## src/rtl/pong_pkg.sv

```systemverilog
// Shared types and helpers for the pong score/game-state logic.
package pong_pkg;

  localparam int unsigned DIG_W = 4;

  typedef enum logic [1:0] {
    ST_NEWGAME,
    ST_PLAY,
    ST_NEWBALL,
    ST_OVER
  } state_t;

  localparam logic [1:0] WIN_NONE = 2'b00;
  localparam logic [1:0] WIN_A    = 2'b01;
  localparam logic [1:0] WIN_B    = 2'b10;

  // Two-digit BCD increment returning {tens, ones}; 99 wraps to 00.
  function automatic logic [2*DIG_W-1:0] bcd2_inc(input logic [DIG_W-1:0] tens,
                                                  input logic [DIG_W-1:0] ones);
    logic [DIG_W-1:0] t;
    logic [DIG_W-1:0] o;
    if (ones == DIG_W'(9)) begin
      o = '0;
      t = (tens == DIG_W'(9)) ? '0 : tens + DIG_W'(1);
    end else begin
      o = ones + DIG_W'(1);
      t = tens;
    end
    return {t, o};
  endfunction

endpackage

```

## src/rtl/pong_bcd2.sv

```systemverilog
// Two-digit BCD score counter with synchronous clear (priority) and increment.
module pong_bcd2
  import pong_pkg::*;
(
  input  logic             clk,
  input  logic             reset,
  input  logic             clr,
  input  logic             inc,
  output logic [DIG_W-1:0] dig0,
  output logic [DIG_W-1:0] dig1
);

  logic [DIG_W-1:0] dig0_q, dig0_d;
  logic [DIG_W-1:0] dig1_q, dig1_d;

  always_comb begin
    dig0_d = dig0_q;
    dig1_d = dig1_q;
    if (clr) begin
      dig0_d = '0;
      dig1_d = '0;
    end else if (inc) begin
      {dig1_d, dig0_d} = bcd2_inc(dig1_q, dig0_q);
    end
  end

  always_ff @(posedge clk or posedge reset) begin
    if (reset) begin
      dig0_q <= '0;
      dig1_q <= '0;
    end else begin
      dig0_q <= dig0_d;
      dig1_q <= dig1_d;
    end
  end

  assign dig0 = dig0_q;
  assign dig1 = dig1_q;

endmodule

```

## src/rtl/pong_score_ctrl.sv

```systemverilog
// Pong game-state FSM, pause timer and BCD score keeping for both players.
module pong_score_ctrl
  import pong_pkg::*;
#(
  parameter int unsigned WIN_SCORE   = 11,
  parameter int unsigned TIMER_TICKS = 120
) (
  input  logic             clk,
  input  logic             reset,
  input  logic             refr_tick,
  input  logic             btn_start,
  input  logic             miss_a,
  input  logic             miss_b,
  output logic [DIG_W-1:0] dig0_A,
  output logic [DIG_W-1:0] dig1_A,
  output logic [DIG_W-1:0] dig0_B,
  output logic [DIG_W-1:0] dig1_B,
  output logic             graph_still,
  output logic             show_rule,
  output logic             show_over,
  output logic [1:0]       winner
);

  localparam logic [DIG_W-1:0] WIN_ONES   = DIG_W'(WIN_SCORE % 10);
  localparam logic [DIG_W-1:0] WIN_TENS   = DIG_W'(WIN_SCORE / 10);
  localparam logic [6:0]       TIMER_LOAD = 7'(TIMER_TICKS);

  state_t     state_q, state_d;
  logic [6:0] timer_q, timer_d;
  logic [1:0] winner_q, winner_d;
  logic       graph_still_q, show_rule_q, show_over_q;
  logic       clr, inc_a, inc_b;
  logic [2*DIG_W-1:0] a_next, b_next;

  pong_bcd2 u_score_a (
    .clk   (clk),
    .reset (reset),
    .clr   (clr),
    .inc   (inc_a),
    .dig0  (dig0_A),
    .dig1  (dig1_A)
  );

  pong_bcd2 u_score_b (
    .clk   (clk),
    .reset (reset),
    .clr   (clr),
    .inc   (inc_b),
    .dig0  (dig0_B),
    .dig1  (dig1_B)
  );

  // Win is judged on the post-increment value so it lands on the same edge as the point.
  assign a_next = bcd2_inc(dig1_A, dig0_A);
  assign b_next = bcd2_inc(dig1_B, dig0_B);

  always_comb begin
    state_d  = state_q;
    timer_d  = timer_q;
    winner_d = winner_q;
    clr      = 1'b0;
    inc_a    = 1'b0;
    inc_b    = 1'b0;
    case (state_q)
      ST_NEWGAME: begin
        clr      = 1'b1;
        winner_d = WIN_NONE;
        if (btn_start) state_d = ST_PLAY;
      end
      ST_PLAY: begin
        if (miss_a && miss_b) begin
          state_d = ST_NEWBALL;
          timer_d = TIMER_LOAD;
        end else if (miss_b) begin
          inc_a   = 1'b1;
          timer_d = TIMER_LOAD;
          if (a_next == {WIN_TENS, WIN_ONES}) begin
            state_d  = ST_OVER;
            winner_d = WIN_A;
          end else begin
            state_d = ST_NEWBALL;
          end
        end else if (miss_a) begin
          inc_b   = 1'b1;
          timer_d = TIMER_LOAD;
          if (b_next == {WIN_TENS, WIN_ONES}) begin
            state_d  = ST_OVER;
            winner_d = WIN_B;
          end else begin
            state_d = ST_NEWBALL;
          end
        end
      end
      ST_NEWBALL: begin
        if (timer_q != '0) begin
          if (refr_tick) timer_d = timer_q - 7'd1;
        end else if (btn_start) begin
          state_d = ST_PLAY;
        end
      end
      ST_OVER: begin
        if (timer_q != '0) begin
          if (refr_tick) timer_d = timer_q - 7'd1;
        end else begin
          state_d = ST_NEWGAME;
        end
      end
      default: state_d = ST_NEWGAME;
    endcase
  end

  always_ff @(posedge clk or posedge reset) begin
    if (reset) begin
      state_q       <= ST_NEWGAME;
      timer_q       <= '0;
      winner_q      <= WIN_NONE;
      graph_still_q <= 1'b1;
      show_rule_q   <= 1'b1;
      show_over_q   <= 1'b0;
    end else begin
      state_q       <= state_d;
      timer_q       <= timer_d;
      winner_q      <= winner_d;
      graph_still_q <= (state_d != ST_PLAY);
      show_rule_q   <= (state_d == ST_NEWGAME);
      show_over_q   <= (state_d == ST_OVER);
    end
  end

  assign graph_still = graph_still_q;
  assign show_rule   = show_rule_q;
  assign show_over   = show_over_q;
  assign winner      = winner_q;

endmodule

```

## config.mk

```make
export PLATFORM = sky130hd
export DESIGN_NAME = pong_score_ctrl
export DESIGN_NICKNAME = d
export VERILOG_FILES = /design/src/rtl/pong_pkg.sv /design/src/rtl/pong_bcd2.sv /design/src/rtl/pong_score_ctrl.sv
export SDC_FILE = /design/constraint.sdc
export NUM_CORES = 1
export LEC_CHECK = 0
export CAP_MARGIN = 20
export CORE_MARGIN = 2
export CORE_UTILIZATION = 31
export DETAILED_ROUTE_END_ITERATION = 8
export GPL_TIMING_DRIVEN = 0
export HOLD_SLACK_MARGIN = 0.06
export SETUP_SLACK_MARGIN = 0.1
export SYNTH_ARGS = -nofsm -noshare
export SYNTH_HDL_FRONTEND = slang
export SYNTH_SLANG_ARGS = --single-unit
export TNS_END_PERCENT = 5
```

## constraint.sdc

```tcl
create_clock -name clk -period 2.1 [get_ports clk]
set_input_delay 0.315 -clock clk [delete_from_list [all_inputs] [get_ports clk]]
set_output_delay 0.315 -clock clk [all_outputs]
set_load 0.05 [all_outputs]
```

==> results of run 1 <==
metrics by stage:
step | setup slack (ns) | TNS [ns] | instance area (µm²)
floorplan | 0.115 | 0 | 2030
finish | 0.154 | 0 | 2530
global placement | -0.0738 | -0.0859 | 2390
CTS | 0.106 | 0 | 2500
global route | 0.0694 | 0 | 2530
detailed placement | -0.112 | -0.147 | 2410
cells in the mapped netlist, drive strengths merged (4+ instances only):
cell,count,area (µm²)
dfrtp,28,701
o21ai,25,125
nand2,15,56.3
nor2,14,52.6
inv,12,45.0
nor2b,11,68.8
a21oi,9,45.0
nand2b,8,50.1
buf,7,58.8
clkbuf,7,27.5
nand3,6,30.0
ha,5,62.6
mux2i,5,53.8
nor4,5,46.3
o31ai,5,37.5
a211oi,4,30.0
a22oi,4,35.0
flip-flops by register name, indices dropped and copies added, names as in the netlist, 2 cells and up:
| signal | cells |
|---|---|
| u_score_a.dig1 | 4 |
| timer_q | 7 |
| u_score_b.dig0 | 4 |
| u_score_b.dig1 | 4 |
| state_q | 2 |
| u_score_a.dig0 | 4 |
| winner | 2 |
per-layer routing:
| metal | wire length [µm] | up-vias | global-route usage (%) |
|---|---|---|---|
| met2 | 1960 | 28 | 19.3 |
| li1 | - | 887 | - |
| met4 | 60 | 0 | 3.90 |
| met1 | 2200 | 810 | 19.0 |
| met5 | 0 | - | 0 |
| met3 | 166 | 6 | 3.50 |
report_power, final:
part	switching, W	total, W	internal (W)
Clock	0.000216	0.000445	0.000229
Combinational	0.000503	0.000843	0.000341
Sequential	0.000155	0.000869	0.000714
worst paths after layout:
| path | from | cells past startpoint | endpoint |
|---|---|---|---|
| max | u_score_a.dig0[1] | 7 | state_q[0] |
| min | reset | 2 | u_score_a.dig0[3] |
| max reg2reg | u_score_a.dig0[1] | 7 | state_q[0] |
| min reg2reg | winner[0] | 2 | winner[0] |
| max in group asynchronous | reset | 3 | u_score_a.dig0[1] |
| min in group clk | winner[0] | 2 | winner[0] |
cells by family (layout without fill, tap and decap cells):
group                    count (synthesis)  after routing  share of synthesized area [%]
buffers and inverters                   26             61                           6.48
flip-flops                              30             30                           37.2
adder cells (fa/ha/maj)                  5              5                           3.09
AND/OR/NAND/NOR                         89             89                           27.5
XOR/XNOR                                 1              1                          0.432
AO/OA/AOI/OAI                           67             67                           22.7
multiplexers                             5              5                           2.65
area by class of cell:
| type | instances | area share [%] |
|---|---|---|
| buffer | 14 | 3.41 |
| clock buffer | 6 | 2.87 |
| clock inverter | 2 | 0.396 |
| inverter | 12 | 1.78 |
| tap | 77 | 3.81 |
| timing repair buffer | 27 | 11.5 |
| multi-input combinational | 167 | 46.3 |
| sequential | 30 | 29.9 |
cells in the final DEF, fill, tap and decap left out, types with 3 or more instances in the layout:
cell / netlist / routed
or3_1: 3 / 3
nand2b_1: 8 / 8
clkbuf_8: 0 / 5
o21ai_0: 25 / 25
inv_1: 12 / 12
nand2_1: 15 / 15
dfrtp_2: 0 / 3
nor2_1: 14 / 14
clkdlybuf4s50_1: 0 / 25
a22o_1: 3 / 3
a211oi_1: 4 / 3
mux2i_1: 4 / 3
nand3_1: 6 / 6
o211ai_1: 3 / 3
ha_1: 5 / 5
a21o_1: 3 / 3
nor2b_1: 11 / 11
dfrtp_1: 28 / 25
a22oi_1: 3 / 3
a21oi_1: 9 / 9
nor3_1: 3 / 3
nor4_1: 4 / 4
clkbuf_1: 6 / 7
buf_6: 3 / 3
o31ai_1: 5 / 5
critical path, delay by kind of cell (launching register included):
kind                     cells  cell delay (ns)
flip-flops                   1             0.44
AO/OA/AOI/OAI                1             0.11
buffers and inverters        2             0.23
AND/OR/NAND/NOR              2             0.55
multiplexers                 1             0.27
adder cells (fa/ha/maj)      1             0.22
repair_timing:
action                     in CTS  in global routing
buffers inserted                0                  0
gates resized for setup         1                  4
hold endpoints to repair        0                  0
setup endpoints to repair       1                  6
==> results.txt, run 1 <==
The flow ran to the end, and the final reports show no timing, DRC or antenna violations. Clock transition at the registers of the reported paths: 0.07 ns. The relative slew slack came out at 62.5%. The tools report the hold slack as 0.378 ns.

Buffers placed on the I/O ports in this run total 26. STA classifies the critical path startpoint as a flip-flop. The critical path goes through inv_1 > ha_1 > and4b_1 > buf_6 > mux2i_4 > a2111oi_4 > or3_1. The slowest library cell on the worst path was dfrtp_2.

The dominant synthesized flop cell was dfrtp_1. The critical path is of the reg -> reg type. After floorplanning, the core was sized to cover 6350 µm².

After synthesis, flip-flops and latches occupy 37.2% of the total area. The tools report the largest net degree at the start of global routing as 20. The run gives 39.8% as the share of the core filled with cells in the final layout. The final-report hold violation count is 0, and the H-tree depth is 2. For the worst setup path, the data arrival time is 2.11 ns. The run gives 0 as the initial antenna violation count. The number of warnings printed during yosys synthesis came out at 0. IR analysis of the VDD net gives a maximum drop of 0.523 mV. The maximum clock insertion buffer count was 2; the die boundary width was 84.9 µm.

Timing would allow up to 514 MHz. In the final layout, the multi-input gates occupy 1170 µm². 0 antenna diodes ended up in the layout. The run gives 0.0102 ns as the final worst clock skew. The area growth from synthesis to layout is 24.8%. The run gives 30 as the total clock sinks. Dividing the final minimum period by the clock period gives 92.7%. For the post-synthesis instance area, the log shows 2030 µm². Final cell count without fillers: 335. In this run the clock root is driven by a clkbuf_8.

The first global-routing pass estimated 7590 µm of wire. The number of inserted filler cells in the final layout is 645. The top-level port count was 27. The peak per-stage delay on the critical path is 0.44 ns. For this design, the CTS-stage hold fixing added 0 buffers.

Clock tree synthesis inserted a total of 5 buffers. The average via count per standard cell was 5.17; the overall via count from detail_route was 1731. The tools report the number of iterations in the first detailed-routing pass as 4. For the pin with the worst max-slew slack, the measured transition is 0.560 ns. For the count of max-cap constraint violations, the log shows 0.

Counting distinct cell types in the post-synthesis netlist gives 56. After detailed routing, the total wire length is 4380 µm. The sequential standard cell area came out at 757 µm². In the routed design, unresolved DRC markers number 0. The later pin in the worst-skew pair is clocked with a latency of 0.29 ns. The per-cell routed wire length was 13.1 µm; the final period demand of the worst path was 1.95 ns. In this run the worst path has a maximum fanout of 8.

Once the floorplan was initialized, standard cells occupied 31.9% of the core. The run gives 3130 µm as the half-perimeter wire length after placement. The class of the most critical hold timing path is in -> async. The tools report the synthesized netlist net count as 234.

Final number of setup-violating endpoints: 0. The cell count after synthesis came out at 223. The overall power after layout is 0.00216 W, and the power per unit of standard cell area is 853 nW/µm². In the global route stage, overall resource usage came out at 13.1%. The number of placed instances, taps included is 327. The number of global-route vias before repair came out at 1589.

For flop-to-flop paths, the worst setup slack is 0.15 ns. For the data required time at the worst endpoint, the log shows 2.27 ns. The die footprint was 7200 µm². The share of cells above drive strength 1 was 14.0%. The placer congestion estimate was 0.743.

The number of nets in the final layout is 268. The number of max-slew violations in the final report was 0; the post-synthesis area per instance was 9.09 µm². The floorplan has 29 rows. The global route total overflow is 0, and the initial DRC count is 31. Summed over all cells, the static leakage comes to 1.00 nW.

The die is 84.9 µm tall. Setup repair after global routing could not meet its margin everywhere. The worst setup path is captured at a flip-flop. Of all flip-flops after synthesis, the portion carrying an async set or reset was 100%. The synthesis-stage register bit count works out to 30. The number of enable flip-flop cells after synthesis works out to 0. TritonCTS built the clock tree. The tools report the number of nets with antenna violations after detailed routing as 0.
No activity file was read; power rests on OpenSTA's default activity.
==> run 2, diff against run 1 <==
- SKIP_LAST_GASP: not set -> 1
- clock period: 2.1 -> 1.8 ns (I/O delays scaled with it)
==> results.txt, run 2 (synthesis results as in run 1) <==
For the upper clock frequency limit, the log shows 528 MHz. Across all layers, the routed design uses 1773 vias. The run gives 184 µm as the wire length on met3.

The logs give 269 for the number of nets in the final layout and 0.403 ns for the hold slack. The number of input and output port buffers inserted is 26, and the global routing usage summed across all routing layers is 13.6%. The H-tree was split into 2 levels.

Counting cells, the worst reg-to-reg path comes to 7. The final worst clock skew was 0.00708 ns. Once detail routing completed, the nets flagged for antenna violations numbered 0. At the end of routability-driven placement, the weighted congestion stood at 0.856. For this block, wires on met1 add up to 2300 µm.

Leaving out fill and tap cells, the most frequent cells in the layout are o21ai_0 (25), clkdlybuf4s50_1 (24), dfrtp_1 (20), nand2_1 (15), nor2_1 (14). The run gives 327 as the number of placed instances, taps included. For the arrival time at the worst endpoint, the log shows 2.06 ns. In the routed design, unresolved DRC markers number 0. Row generation in the floorplan step produced 29 rows.

Dividing the detail-routed wire length by the instance count gives 13.7 µm. After clock tree synthesis, the flow added hold-fix buffers numbering 0. The clock reaches the later pin of the worst-skew pair after 0.29 ns. In this run the static leakage power is 1.02 nW.

The longest clock path from root to sink contains 2 buffers. The final-report hold violation count was 0; the clock transition at the registers of the reported paths was 0.07 ns. The die covers 7200 µm². The path class of the tightest hold or removal check is in -> async. Setup violations remaining at the end of the flow were counted as 10. For the met2 layer wire length in the routed design, the log shows 2060 µm.

The post-route clock period utilization was 105%; the maximum fanout count along the critical path was 9. The count of max-cap constraint violations is 0, and the signed area change from the synthesized netlist to the final layout is 29.1%. The sort of element at the start of the critical path was an input pin.

The number of max-slew violations in the final report was 0. For the half-perimeter wire length after placement, the log shows 3240 µm. The worst setup path is captured at a flip-flop. The flip-flop count of the largest register after layout was 7. The routed design has 4600 µm of wire. The checks that failed: negative setup slack.

Share of the core filled with cells in the final layout: 41.2%. TritonCTS built the clock tree. The flow ran to the end, but the final reports show violations. The global-route wire length before repair was 7870 µm. Setup repair after global routing could not meet its margin everywhere. Entering global routing, the biggest net connects 17 pins. Counting the buffers created by CTS gives 5. For the pin with the worst max-slew slack, the measured transition is 0.720 ns.

The tools report the global route total overflow as 0. The logs give -0.0929 ns for the worst path setup slack after routing and 4 for the number of iterations in the first detailed-routing pass. The share of cells above drive strength 1 is 19.3%. For this design the top-level I/O count stands at 27. The vertical die dimension was 84.9 µm; the die boundary width was 84.9 µm. The initial utilization of the core area, before any placement, comes to 31.9%.

CTS placed an instance of clkbuf_8 at the clock tree root. The initial antenna violation count is 0. The most common library cell in the layout ignoring fill and taps was o21ai_0. Routed signal wires occupy layers up through met4. Across all register-to-register paths, the minimum setup slack is -0.07 ns. Power per unit of standard cell area: 1000 nW/µm². The tools report the number of diodes as 0. Ranked by flip-flop count, first place goes to timer_q. The initial DRC count is 92. Prior to clock tree synthesis, the placed netlist has a worst setup slack of -0.336 ns. Startpoint-to-endpoint class of the critical path: in -> reg. The total area inside the core boundary comes to 6350 µm². The tools report the final cell count without fillers as 336. After detailed routing, the number of vias per cell comes to 5.28. The final period demand of the worst path came out at 1.89 ns. The tools report the total clock sinks as 30. After detailed placement, the total cell area comes to 2480 µm².

Headroom to the max-slew limit came out at 51.9%. With fillers left out, the area of the finished cells amounts to 2620 µm². The maximum resistive drop on vdd was 0.549 mV. For the worst setup path, the data required time is 1.96 ns. The run gives 1637 as the number of global-route vias before repair.
-- run 2: final timing paths --
| path | from | to |
|---|---|---|
| min | reset | u_score_b.dig0[3] |
| min reg2reg | winner[1] | winner[1] |
| max reg2reg | timer_q[0] | timer_q[3] |
| max in group asynchronous | reset | show_rule |
| min in group clk | winner[1] | winner[1] |
| max | miss_b | timer_q[3] |
-- run 2: cell type report --
type | instances | area [µm²]
clock buffer | 7 | 86.3
timing repair buffer | 28 | 297
sequential | 30 | 763
tap | 77 | 96.3
multi-input combinational | 167 | 1240
clock inverter | 1 | 5.00
buffer | 14 | 87.6
inverter | 12 | 45.0
fill | 631 | 3730
-- run 2: report_power, final --
part / internal (W) / switching (W)
clock: 0.000308 / 0.000263
combinational: 0.000435 / 0.000596
sequential: 0.000834 / 0.000193
-- run 2: worst max-delay path: stages --
cell             delay [ns]
clkdlybuf4s50_1        0.55
or2_2                  0.37
a22oi_2                0.40
nor4_1                 0.12
or3_1                  0.35
-- run 2: per-stage QoR --
stage	setup TNS (ns)	total power (W)
after floorplan	-0.259	0.00175
after global placement	-2.56	0.00202
after detailed placement	-2.47	0.00205
after CTS	-0.782	0.00264
after global routing	-1.84	0.00283
final	-0.410	0.00263
-- run 2: timing repair --
action / in CTS / in global routing
setup buffers: 0 / 1
setup endpoints to repair: 29 / 42
gates cloned: 0 / 0
pin swaps: 0 / 1
gates resized for setup: 2 / 7
endpoints found under the hold margin: 0 / 0
-- run 2: per-layer routing --
layer | vias up | global-route usage [%]
met2 | 34 | 20.1
met5 | - | 0
met1 | 841 | 19.4
li1 | 893 | -
met3 | 5 | 3.79
met4 | 0 | 4.04
